$ cat config.mk
export PLATFORM = sky130hd
export DESIGN_NAME = step_dir_gen_flat
export DESIGN_NICKNAME = d
export VERILOG_FILES = /design/src/rtl/step_dir_gen_pkg.sv /design/src/rtl/step_dir_gen_if.sv /design/src/rtl/step_dir_gen_step_timer.sv /design/src/rtl/step_dir_gen.sv /design/src/flat_wrapper.sv
export SDC_FILE = /design/constraint.sdc
export NUM_CORES = 1
export LEC_CHECK = 0
export CORE_MARGIN = 2
export CORE_UTILIZATION = 39
export CTS_BUF_LIST = sky130_fd_sc_hd__clkbuf_2 sky130_fd_sc_hd__clkbuf_4 sky130_fd_sc_hd__clkbuf_8
export DETAILED_ROUTE_END_ITERATION = 6
export GPL_TIMING_DRIVEN = 1
export PLACE_DENSITY = 0.59
export SLEW_MARGIN = 25
export SYNTH_ARGS = -nofsm -noshare
export SYNTH_HDL_FRONTEND = slang
export SYNTH_SLANG_ARGS = --single-unit
$ cat constraint.sdc
create_clock -name clk -period 21.6 [get_ports clk]
set_input_delay 4.32 -clock clk [delete_from_list [all_inputs] [get_ports clk]]
set_output_delay 4.32 -clock clk [all_outputs]
set_load 0.01 [all_outputs]
$ cat src/rtl/step_dir_gen_pkg.sv
// Shared types for the step/dir trapezoidal pulse generator.
// FSM states, ramp modes and the DIR setup counter width.
package step_dir_gen_pkg;

    typedef enum logic [1:0] {
        S_IDLE,
        S_SETUP,
        S_RUN,
        S_DONE
    } state_t;

    typedef enum logic [1:0] {
        RM_CRUISE,
        RM_ACCEL,
        RM_DECEL
    } ramp_t;

    localparam int SET_W = 8;

endpackage

$ cat src/rtl/step_dir_gen_if.sv
// Move-command handshake: signed relative steps plus cruise period.
// The controller side drives valid/payload, the generator drives ready.
interface step_dir_gen_if #(
    parameter int POS_W = 32,
    parameter int PER_W = 16
) ();
    logic             cmd_valid;
    logic             cmd_ready;
    logic [POS_W-1:0] cmd_steps;
    logic [PER_W-1:0] cmd_per_min;

    modport master (
        output cmd_valid,
        output cmd_steps,
        output cmd_per_min,
        input  cmd_ready
    );

    modport slave (
        input  cmd_valid,
        input  cmd_steps,
        input  cmd_per_min,
        output cmd_ready
    );
endinterface

$ cat src/rtl/step_dir_gen_step_timer.sv
// Step interval down-counter: loads the period on start, flags the
// STEP high window and the last cycle of the interval.
module step_timer #(
    parameter int PER_W   = 16,
    parameter int PULSE_W = 4
) (
    input  logic             clk,
    input  logic             rst_n,
    input  logic             i_start,
    input  logic [PER_W-1:0] i_period,
    output logic             o_pulse_high,
    output logic             o_interval_end
);

    logic [PER_W-1:0] r_cnt;
    logic [PER_W-1:0] r_hi;

    always_ff @(posedge clk or negedge rst_n) begin
        if (!rst_n) begin
            r_cnt <= '0;
            r_hi  <= '0;
        end else if (i_start) begin
            r_cnt <= i_period;
            r_hi  <= PER_W'(PULSE_W);
        end else begin
            if (r_cnt != '0) r_cnt <= r_cnt - PER_W'(1);
            if (r_hi != '0)  r_hi  <= r_hi - PER_W'(1);
        end
    end

    assign o_pulse_high   = (r_hi != '0);
    assign o_interval_end = (r_cnt == PER_W'(1));

endmodule

$ cat src/rtl/step_dir_gen.sv
// Trapezoidal step/dir generator: accepts a signed relative move and
// emits STEP pulses with accel/cruise/decel, DIR and a position count.
module step_dir_gen
    import step_dir_gen_pkg::*;
#(
    parameter int POS_W        = 32,
    parameter int PER_W        = 16,
    parameter int START_PERIOD = 100,
    parameter int ACCEL_DEC    = 10,
    parameter int PULSE_W      = 4,
    parameter int DIR_SETUP    = 2
) (
    input  logic             clk,
    input  logic             rst_n,
    step_dir_gen_if.slave    cmd,
    input  logic             stop,
    output logic             step,
    output logic             dir,
    output logic             busy,
    output logic             done,
    output logic [POS_W-1:0] position
);

    localparam logic [PER_W:0] C_START = (PER_W+1)'(START_PERIOD);
    localparam logic [PER_W:0] C_ACC   = (PER_W+1)'(ACCEL_DEC);
    localparam logic [PER_W:0] C_PLO   = (PER_W+1)'(PULSE_W + 1);
    localparam logic [SET_W-1:0] C_SET = SET_W'(DIR_SETUP - 1);

    state_t           r_state;
    state_t           w_nxt;
    logic             r_ready;
    logic             r_dir;
    logic [POS_W-1:0] r_pos;
    logic [POS_W-1:0] r_rem;
    logic [POS_W-1:0] r_ramp;
    logic [PER_W:0]   r_per;
    logic [PER_W:0]   r_pmin;
    logic [SET_W-1:0] r_set;

    logic             w_accept;
    logic             w_start;
    logic             w_tmr_end;
    logic             w_pulse;
    logic [POS_W-1:0] w_abs;
    logic [POS_W-1:0] w_rem_dec;
    logic [POS_W-1:0] w_rem_nx;
    logic [POS_W-1:0] w_ramp_nx;
    logic [PER_W:0]   w_pm_ext;
    logic [PER_W:0]   w_pmin_in;
    logic [PER_W:0]   w_up;
    logic [PER_W:0]   w_dn;
    logic [PER_W:0]   w_floor;
    logic [PER_W:0]   w_per_nx;
    ramp_t            w_mode;

    assign w_accept = cmd.cmd_valid && r_ready;
    assign w_start  = (r_state == S_SETUP && r_set == '0) ||
                      (r_state == S_RUN && w_tmr_end && r_rem != '0);
    assign w_abs    = cmd.cmd_steps[POS_W-1] ?
                      (~cmd.cmd_steps + POS_W'(1)) : cmd.cmd_steps;

    always_comb begin
        w_pm_ext  = {1'b0, cmd.cmd_per_min};
        w_pmin_in = w_pm_ext;
        if (w_pm_ext < C_PLO)        w_pmin_in = C_PLO;
        else if (w_pm_ext > C_START) w_pmin_in = C_START;
    end

    // Stop shrinks the remaining count to the decel length, never grows it.
    always_comb begin
        w_rem_dec = r_rem - POS_W'(1);
        w_rem_nx  = w_rem_dec;
        if (stop && r_state == S_RUN && r_ramp < w_rem_dec)
            w_rem_nx = r_ramp;
        w_up      = r_per + C_ACC;
        w_dn      = r_per - C_ACC;
        w_floor   = r_pmin + C_ACC;
        w_mode    = RM_CRUISE;
        if (w_rem_nx <= r_ramp)  w_mode = RM_DECEL;
        else if (r_per > r_pmin) w_mode = RM_ACCEL;
        w_per_nx  = r_per;
        w_ramp_nx = r_ramp;
        case (w_mode)
            RM_DECEL: begin
                w_per_nx  = (w_up > C_START) ? C_START : w_up;
                w_ramp_nx = (r_ramp == '0) ? r_ramp : r_ramp - POS_W'(1);
            end
            RM_ACCEL: begin
                w_per_nx  = (r_per >= w_floor) ? w_dn : r_pmin;
                w_ramp_nx = r_ramp + POS_W'(1);
            end
            default: ;
        endcase
    end

    always_comb begin
        w_nxt = r_state;
        unique case (r_state)
            S_IDLE, S_DONE: begin
                w_nxt = S_IDLE;
                if (w_accept)
                    w_nxt = (cmd.cmd_steps == '0) ? S_DONE : S_SETUP;
            end
            S_SETUP: if (r_set == '0) w_nxt = S_RUN;
            S_RUN:   if (w_tmr_end && r_rem == '0) w_nxt = S_DONE;
            default: w_nxt = S_IDLE;
        endcase
    end

    always_ff @(posedge clk or negedge rst_n) begin
        if (!rst_n) r_state <= S_IDLE;
        else        r_state <= w_nxt;
    end

    always_ff @(posedge clk or negedge rst_n) begin
        if (!rst_n) begin
            r_ready <= 1'b0;
            r_dir   <= 1'b0;
            r_pos   <= '0;
            r_rem   <= '0;
            r_ramp  <= '0;
            r_per   <= C_START;
            r_pmin  <= C_START;
            r_set   <= '0;
        end else begin
            r_ready <= (w_nxt == S_IDLE) || (w_nxt == S_DONE);
            if (w_accept) begin
                r_dir  <= ~cmd.cmd_steps[POS_W-1];
                r_rem  <= w_abs;
                r_ramp <= '0;
                r_per  <= C_START;
                r_pmin <= w_pmin_in;
                r_set  <= C_SET;
            end else if (w_start) begin
                r_pos  <= r_dir ? r_pos + POS_W'(1) : r_pos - POS_W'(1);
                r_rem  <= w_rem_nx;
                r_ramp <= w_ramp_nx;
                r_per  <= w_per_nx;
            end else if (r_state == S_SETUP) begin
                r_set  <= r_set - SET_W'(1);
            end
        end
    end

    step_timer #(
        .PER_W   (PER_W),
        .PULSE_W (PULSE_W)
    ) u_timer (
        .clk            (clk),
        .rst_n          (rst_n),
        .i_start        (w_start),
        .i_period       (w_per_nx[PER_W-1:0]),
        .o_pulse_high   (w_pulse),
        .o_interval_end (w_tmr_end)
    );

    assign cmd.cmd_ready = r_ready;
    assign step          = w_pulse;
    assign dir           = r_dir;
    assign busy          = (r_state == S_SETUP) || (r_state == S_RUN);
    assign done          = (r_state == S_DONE);
    assign position      = r_pos;

endmodule
$ cat src/flat_wrapper.sv
// flat-port wrapper written by rule: the top's interface ports become plain ports
module step_dir_gen_flat import step_dir_gen_pkg::*;
#(
    parameter int POS_W        = 32,
    parameter int PER_W        = 16,
    parameter int START_PERIOD = 100,
    parameter int ACCEL_DEC    = 10,
    parameter int PULSE_W      = 4,
    parameter int DIR_SETUP    = 2
)
  (clk, rst_n, stop, step, dir, busy, done, position, cmd_cmd_valid, cmd_cmd_steps, cmd_cmd_per_min, cmd_cmd_ready);
  step_dir_gen_if #(.POS_W(POS_W), .PER_W(PER_W)) cmd_i ();
  input  logic clk;
  input  logic rst_n;
  input  logic stop;
  output logic step;
  output logic dir;
  output logic busy;
  output logic done;
  output logic [POS_W-1:0] position;
  input wire logic [$bits(cmd_i.cmd_valid)-1:0] cmd_cmd_valid;
  input wire logic [$bits(cmd_i.cmd_steps)-1:0] cmd_cmd_steps;
  input wire logic [$bits(cmd_i.cmd_per_min)-1:0] cmd_cmd_per_min;
  output wire logic [$bits(cmd_i.cmd_ready)-1:0] cmd_cmd_ready;
  assign cmd_i.cmd_valid = cmd_cmd_valid;
  assign cmd_i.cmd_steps = cmd_cmd_steps;
  assign cmd_i.cmd_per_min = cmd_cmd_per_min;
  assign cmd_cmd_ready = cmd_i.cmd_ready;
  step_dir_gen #(.POS_W(POS_W), .PER_W(PER_W), .START_PERIOD(START_PERIOD), .ACCEL_DEC(ACCEL_DEC), .PULSE_W(PULSE_W), .DIR_SETUP(DIR_SETUP)) u_core (.clk(clk), .rst_n(rst_n), .cmd(cmd_i), .stop(stop), .step(step), .dir(dir), .busy(busy), .done(done), .position(position));
endmodule
==> reports/metrics.cfg, run 1 <==
[yosys]
yosysMostFrequentCell=nand2_1
synth_top_cells_by_count=nand2_1 (185), ha_1 (175), dfrtp_1 (167), a21oi_1 (157), o21ai_0 (124)
yosysTopAreaCellShare_pct=27.5
synth.area.top_cells=dfrtp_1 (27%), ha_1 (14%), xnor2_1 (5.3%), a21oi_1 (5.2%), nand2_1 (4.6%)
synthCells=1810
avgSynthCellArea_um2=8.40
synth_edf_count=0
synth_ff_type=dfrtp_1
syn_nets=2039
yosys.area.top_type=dfrtp_1
yosysSeqAreaShare_pct=28.5
syn-cell-area_um2=15200
ys_async_sr_fraction_pct=100
synth_cell_types=79
ys_ff_latch=173
ys_warn_count=0

[setup_path]
ff2ff_setup_slack_ns=11.52
crit_slowest_cell=buf_4
end_kind=flop
cp_max_fo=42
rr_worst_depth=37
crit_type=in2reg
path_common_cell=buf_4
worstPathArrival_ns=10.73
critPathLaunch=stop
slowest_delay_ns=0.53
start_kind=input pin
rr_endpoint=u_core.r_ramp[25]
reg2reg_from=u_core.r_rem[0]
required_ns=22.02

[sta]
fmax_mhz=97.1
setup_tns_ns=0
finalSetupViolations=0
rsz0062_at_grt=false
maxSlewViolCount=0
tightest_slew_ns=0.944
hold_viol_final=0
relSlewSlack_pct=36.2
min_period_ns=10.30
timing.final.crit_share_pct=47.7
fin_hold_ws_ns=0.474
setup_ws_ns=11.30
finalClockSkew_ns=0.0221

[power_and_ir_drop]
powerDensity_nw_per_um2=35.2
p_leak_nw=7.91
pwr-share-clk_pct=41.0
p_sw_w=0.000166
total_power_w=0.000600
seqPwrFrac_pct=54.0
p_comb_share_pct=5.0
power.share.switching_pct=27.7
internal_power_w=0.000434
ir_worst_vdd_v=0.0000369

[floorplan]
top_level_ports=89
fp.dieH_um=201
fp.dieArea_um2=40600
die_w_um=201
core_area_um2=38600
rows=72
initial_core_util_pct=39.4

[place]
dp.cells=2364
place_ws_ns=10.80
place_congestion=0.897
io_buffers=88
dpl.hpwl_um=31200

[clock_tree]
cts_max_path_buffers=2
cts.reportedPaths.clkPinSlew_ns=0.10
postCtsHoldBufs=0
post_cts_buffers=0
cts.sinks=173
htree_levels=4
worstSkewPairLatency_ns=0.53
cts-root-buf=clkbuf_8
ctsResizeCount=0
cts_tree=yes
cts_buffers=17

[flow_run]
maxCapViolCount=0

[final_layout]
instances_no_fill=2397
nets=2094
area_growth_pct=11.9
drive_above_1_share_pct=4.69

[grt]
grt_pass1_vias=13200
grt_pass1_wl_um=69200
grt-ovfl-total=0
grt_start_max_net_pins=77
grtUsageTotal_pct=20.9
antenna_found_initial=0

[detailed_routing]
first_pass_iters=5
wl_um=41600
ant_nets=0
wl_per_cell_um=17.4
drt-vias-per-instance=5.59
route.detailed.drc=0
drtIter0Drc=795
vias=13400

[hold_path]
min_to=u_core.position[31]
hold_path.class=reg2reg
hold_depth=1
min_from=u_core.position[31]

[outcome]
status=finished, final reports clean

[cells in the final DEF (no fill, tap or decap), types with 11 or more instances in the layout]
cell type	n
nand2_1	184
ha_1	175
dfrtp_1	167
a21oi_1	156
o21ai_0	124
nor2_1	120
inv_1	96
xnor2_1	92
clkdlybuf4s50_1	87
xor2_1	68
a21o_1	60
mux2i_1	43
nor3_1	41
o31ai_1	38
a22oi_1	33
or3_1	31
nand3_1	30
nor4_1	24
nand4_1	23
clkbuf_8	18
nand2b_1	17
nor2b_1	17
o22ai_1	15
buf_4	14
and3_1	13
a22o_1	12
a211oi_1	11
[flip-flops by register name, indices dropped and copies added (netlist names)]
register,cells
u_core.cmd.cmd_ready,1
u_core.dir,1
u_core.position,32
u_core.r_per,17
u_core.r_pmin,16
u_core.r_ramp,32
u_core.r_rem,32
u_core.r_set,8
u_core.r_state,2
u_core.u_timer.r_cnt,16
u_core.u_timer.r_hi,16
[layout make-up]
class                      count  area, µm²
fill                        3905      21500
multi-input combinational   1475      10300
sequential                   173       4340
timing repair buffer         102        990
tap                          518        648
inverter                      96        360
clock buffer                  17        234
clock inverter                15        174
antenna                        1       2.50
[how the worst max path moves through the flow]
stage / endpoint / depth (start not counted) / slack, ns
after global placement: u_core.r_ramp[25] / 27 / 10.89
after global routing: u_core.r_ramp[31] / 36 / 10.69
after detailed placement: u_core.r_ramp[25] / 27 / 10.80
after floorplan: u_core.r_ramp[25] / 26 / 11.63
after CTS: u_core.r_ramp[25] / 27 / 11.36
final: u_core.r_ramp[25] / 27 / 11.30
[critical path: cells and delay by family]
family / cells / cell delay [ns]
AO/OA/AOI/OAI: 10 / 2.23
buffers and inverters: 4 / 1.64
AND/OR/NAND/NOR: 9 / 1.50
adder cells (fa/ha/maj): 2 / 0.71
multiplexers: 1 / 0.19
XOR/XNOR: 1 / 0.08
[per-stage QoR]
step | instance area [µm²] | utilization [%]
finish | 17000 | 44.1
global route | 17000 | 44.1
CTS | 17000 | 44.1
detailed placement | 16600 | 43.1
global placement | 16600 | 43.1
floorplan | 15200 | -
[power by group through the flow]
| stage | Combinational, W | Clock [W] | Sequential, W |
|---|---|---|---|
| 6_report | 0.0000299 | 0.000246 | 0.000324 |
| 5_1_grt | 0.0000332 | 0.000267 | 0.000324 |
| 4_1_cts | 0.0000306 | 0.000255 | 0.000324 |
| 3_5_place_dp | 0.0000305 | 0 | 0.000330 |
| 3_3_place_gp | 0.0000303 | 0 | 0.000330 |
| 2_1_floorplan | 0.00000784 | 0 | 0.000330 |
[layer usage]
layer  track usage, %  routed length, µm  vias up
li1                 -                  -     6686
met1             28.4              19900     6445
met2             34.8              19700      232
met3             2.67               1320       44
met4             5.57                643        0
met5                0                  0        -
[logic make-up after synthesis]
family / after synthesis / share of synthesized area (%)
mux: 47 / 3.13
buf+inv: 162 / 4.10
compound gates: 533 / 22.1
fa+ha+maj: 177 / 14.7
xor+xnor: 160 / 9.21
flops: 173 / 28.5
simple gates: 558 / 18.3
No activity file was read; power rests on OpenSTA's default activity.
==> run 2: changes to the inputs <==
--- a/config.mk
+++ b/config.mk
@@ -10,7 +10,7 @@
 export CTS_BUF_LIST = sky130_fd_sc_hd__clkbuf_2 sky130_fd_sc_hd__clkbuf_4 sky130_fd_sc_hd__clkbuf_8
 export DETAILED_ROUTE_END_ITERATION = 6
 export GPL_TIMING_DRIVEN = 1
-export PLACE_DENSITY = 0.59
+export PLACE_DENSITY = 0.61
 export SLEW_MARGIN = 25
 export SYNTH_ARGS = -nofsm -noshare
 export SYNTH_HDL_FRONTEND = slang
==> constraint.sdc (replaced) <==
create_clock -name clk -period 8.55 [get_ports clk]
set_input_delay 1.71 -clock clk [delete_from_list [all_inputs] [get_ports clk]]
set_output_delay 1.71 -clock clk [all_outputs]
set_load 0.01 [all_outputs]
==> reports/metrics.cfg, run 2 (synthesis gave the netlist of run 1 again) <==
[outcome]
status=finished, final reports clean

[final_layout]
area_growth_pct=15.5
mostFrequentLayoutCell=nand2_1
fillCellCount=3824
nets=2139
drive_above_1_share_pct=8.63
utilization_pct=45.6
final_cell_mix=nand2_1 (182), ha_1 (175), dfrtp_1 (166), a21oi_1 (155), o21ai_0 (120)
instances_no_fill=2441
num_antenna_cells=0

[detailed_routing]
drt-vias-per-instance=5.62
first_pass_iters=5
vias=13700
wl_met3_um=1030
drt-met1-wl_um=20200
route.detailed.drc=0
ant_nets=0
top_layer_used=met4
dr_wl_met2_um=20100
wl_per_cell_um=17.4
wl_um=42500
drtIter0Drc=853

[setup_path]
end_kind=flop
worstPathArrival_ns=8.66
start_kind=flop
required_ns=8.94
crit_slowest_cell=or4_4
cp_max_fo=14
slowest_delay_ns=0.55
crit_type=reg2reg

[sta]
tightest_slew_ns=0.961
finalSetupViolations=0
maxSlewViolCount=0
relSlewSlack_pct=35.0
hold_viol_final=0
fmax_mhz=121
rsz0062_at_grt=true
finalClockSkew_ns=0.0153
timing.final.crit_share_pct=96.8
min_period_ns=8.28
setup_ws_ns=0.274

[clock_tree]
cts.reportedPaths.clkPinSlew_ns=0.11
cts_buffers=17
worstSkewPairLatency_ns=0.51
htree_levels=4
cts_max_path_buffers=2
cts-root-buf=clkbuf_8
cts_tree=yes
postCtsHoldBufs=0
cts.sinks=173

[floorplan]
fp.dieArea_um2=40600
rows=72
initial_core_util_pct=39.4
fp.dieH_um=201
die_w_um=201
top_level_ports=89
core_area_um2=38600

[grt]
grt_start_max_net_pins=91
grt_pass1_wl_um=70000
grtUsageTotal_pct=21.0
grt-ovfl-total=0
antenna_found_initial=1
grt_pass1_vias=13500

[hold_path]
hold_path.class=reg2reg

[flow_run]
maxCapViolCount=0

[power_and_ir_drop]
powerDensity_nw_per_um2=85.4
p_leak_nw=8.17
ir_worst_vdd_v=0.0000700

[place]
dp.cells=2399
place_ws_ns=-0.0357
place_congestion=0.889
io_buffers=88
dpl.hpwl_um=31800

## run 2: final cells by class
class / count / area [µm²] / share of cell area, %
Clock buffer: 19 / 262 / 1.49
Tap cell: 518 / 648 / 3.69
Sequential cell: 173 / 4340 / 24.7
Multi-Input combinational cell: 1476 / 10500 / 59.6
Clock inverter: 13 / 129 / 0.734
Inverter: 96 / 360 / 2.05
Timing Repair Buffer: 146 / 1350 / 7.71
## run 2: worst paths after layout
check | start | end | slack (ns) | depth (start not counted)
worst max-delay path | u_core.r_rem[3] | u_core.r_ramp[28] | 0.27 | 40
worst min-delay path | u_core.position[31] | u_core.position[31] | 0.50 | 1
worst max register to register | u_core.r_rem[3] | u_core.r_ramp[28] | 0.27 | 40
worst min register to register | u_core.position[31] | u_core.position[31] | 0.50 | 1
max in group asynchronous | rst_n | u_core.position[7] | 6.14 | 2
min in group asynchronous | rst_n | u_core.r_pmin[12] | 1.12 | 1
## run 2: routing by layer
metal	vias up	global-route usage (%)
met5	-	0
met3	68	2.25
met2	221	34.9
met4	0	7.30
li1	6790	-
met1	6639	28.3
## run 2: worst max-delay path, delay by kind of cell (launching register included)
family | cells | cell delay, ns
xor+xnor | 2 | 0.27
simple gates | 10 | 2.05
flops | 1 | 0.46
fa+ha+maj | 3 | 0.88
buf+inv | 7 | 1.20
compound gates | 17 | 3.15
mux | 1 | 0.15
## run 2: metrics by stage
stage          TNS, ns  instance area (µm²)  power, W  hold slack (ns)
6_report             0                17600   0.00150            0.504
5_1_grt         -0.840                17600   0.00156            0.517
4_1_cts              0                17300   0.00152            0.508
3_5_place_dp   -0.0606                16900  0.000911            0.482
3_3_place_gp         0                16900  0.000910            0.459
2_1_floorplan        0                15200  0.000854            0.496
## run 2: report_power, final
group | internal [W] | total [W] | switching (W) | leakage (nW)
registers | 0.000818 | 0.000818 | 0 | 2.11
logic | 0.0000309 | 0.0000755 | 0.0000446 | 5.88
clock network | 0.000253 | 0.000607 | 0.000354 | 0.193
total | 0.00110 | 0.00150 | 0.000399 | 8.17
## run 2: what timing repair did
item	4_1_cts	5_1_grt
cloned	1	2
pin swaps	2	12
setup endpoints to repair	7	19
gates resized for setup	6	38
setup buffers	0	7
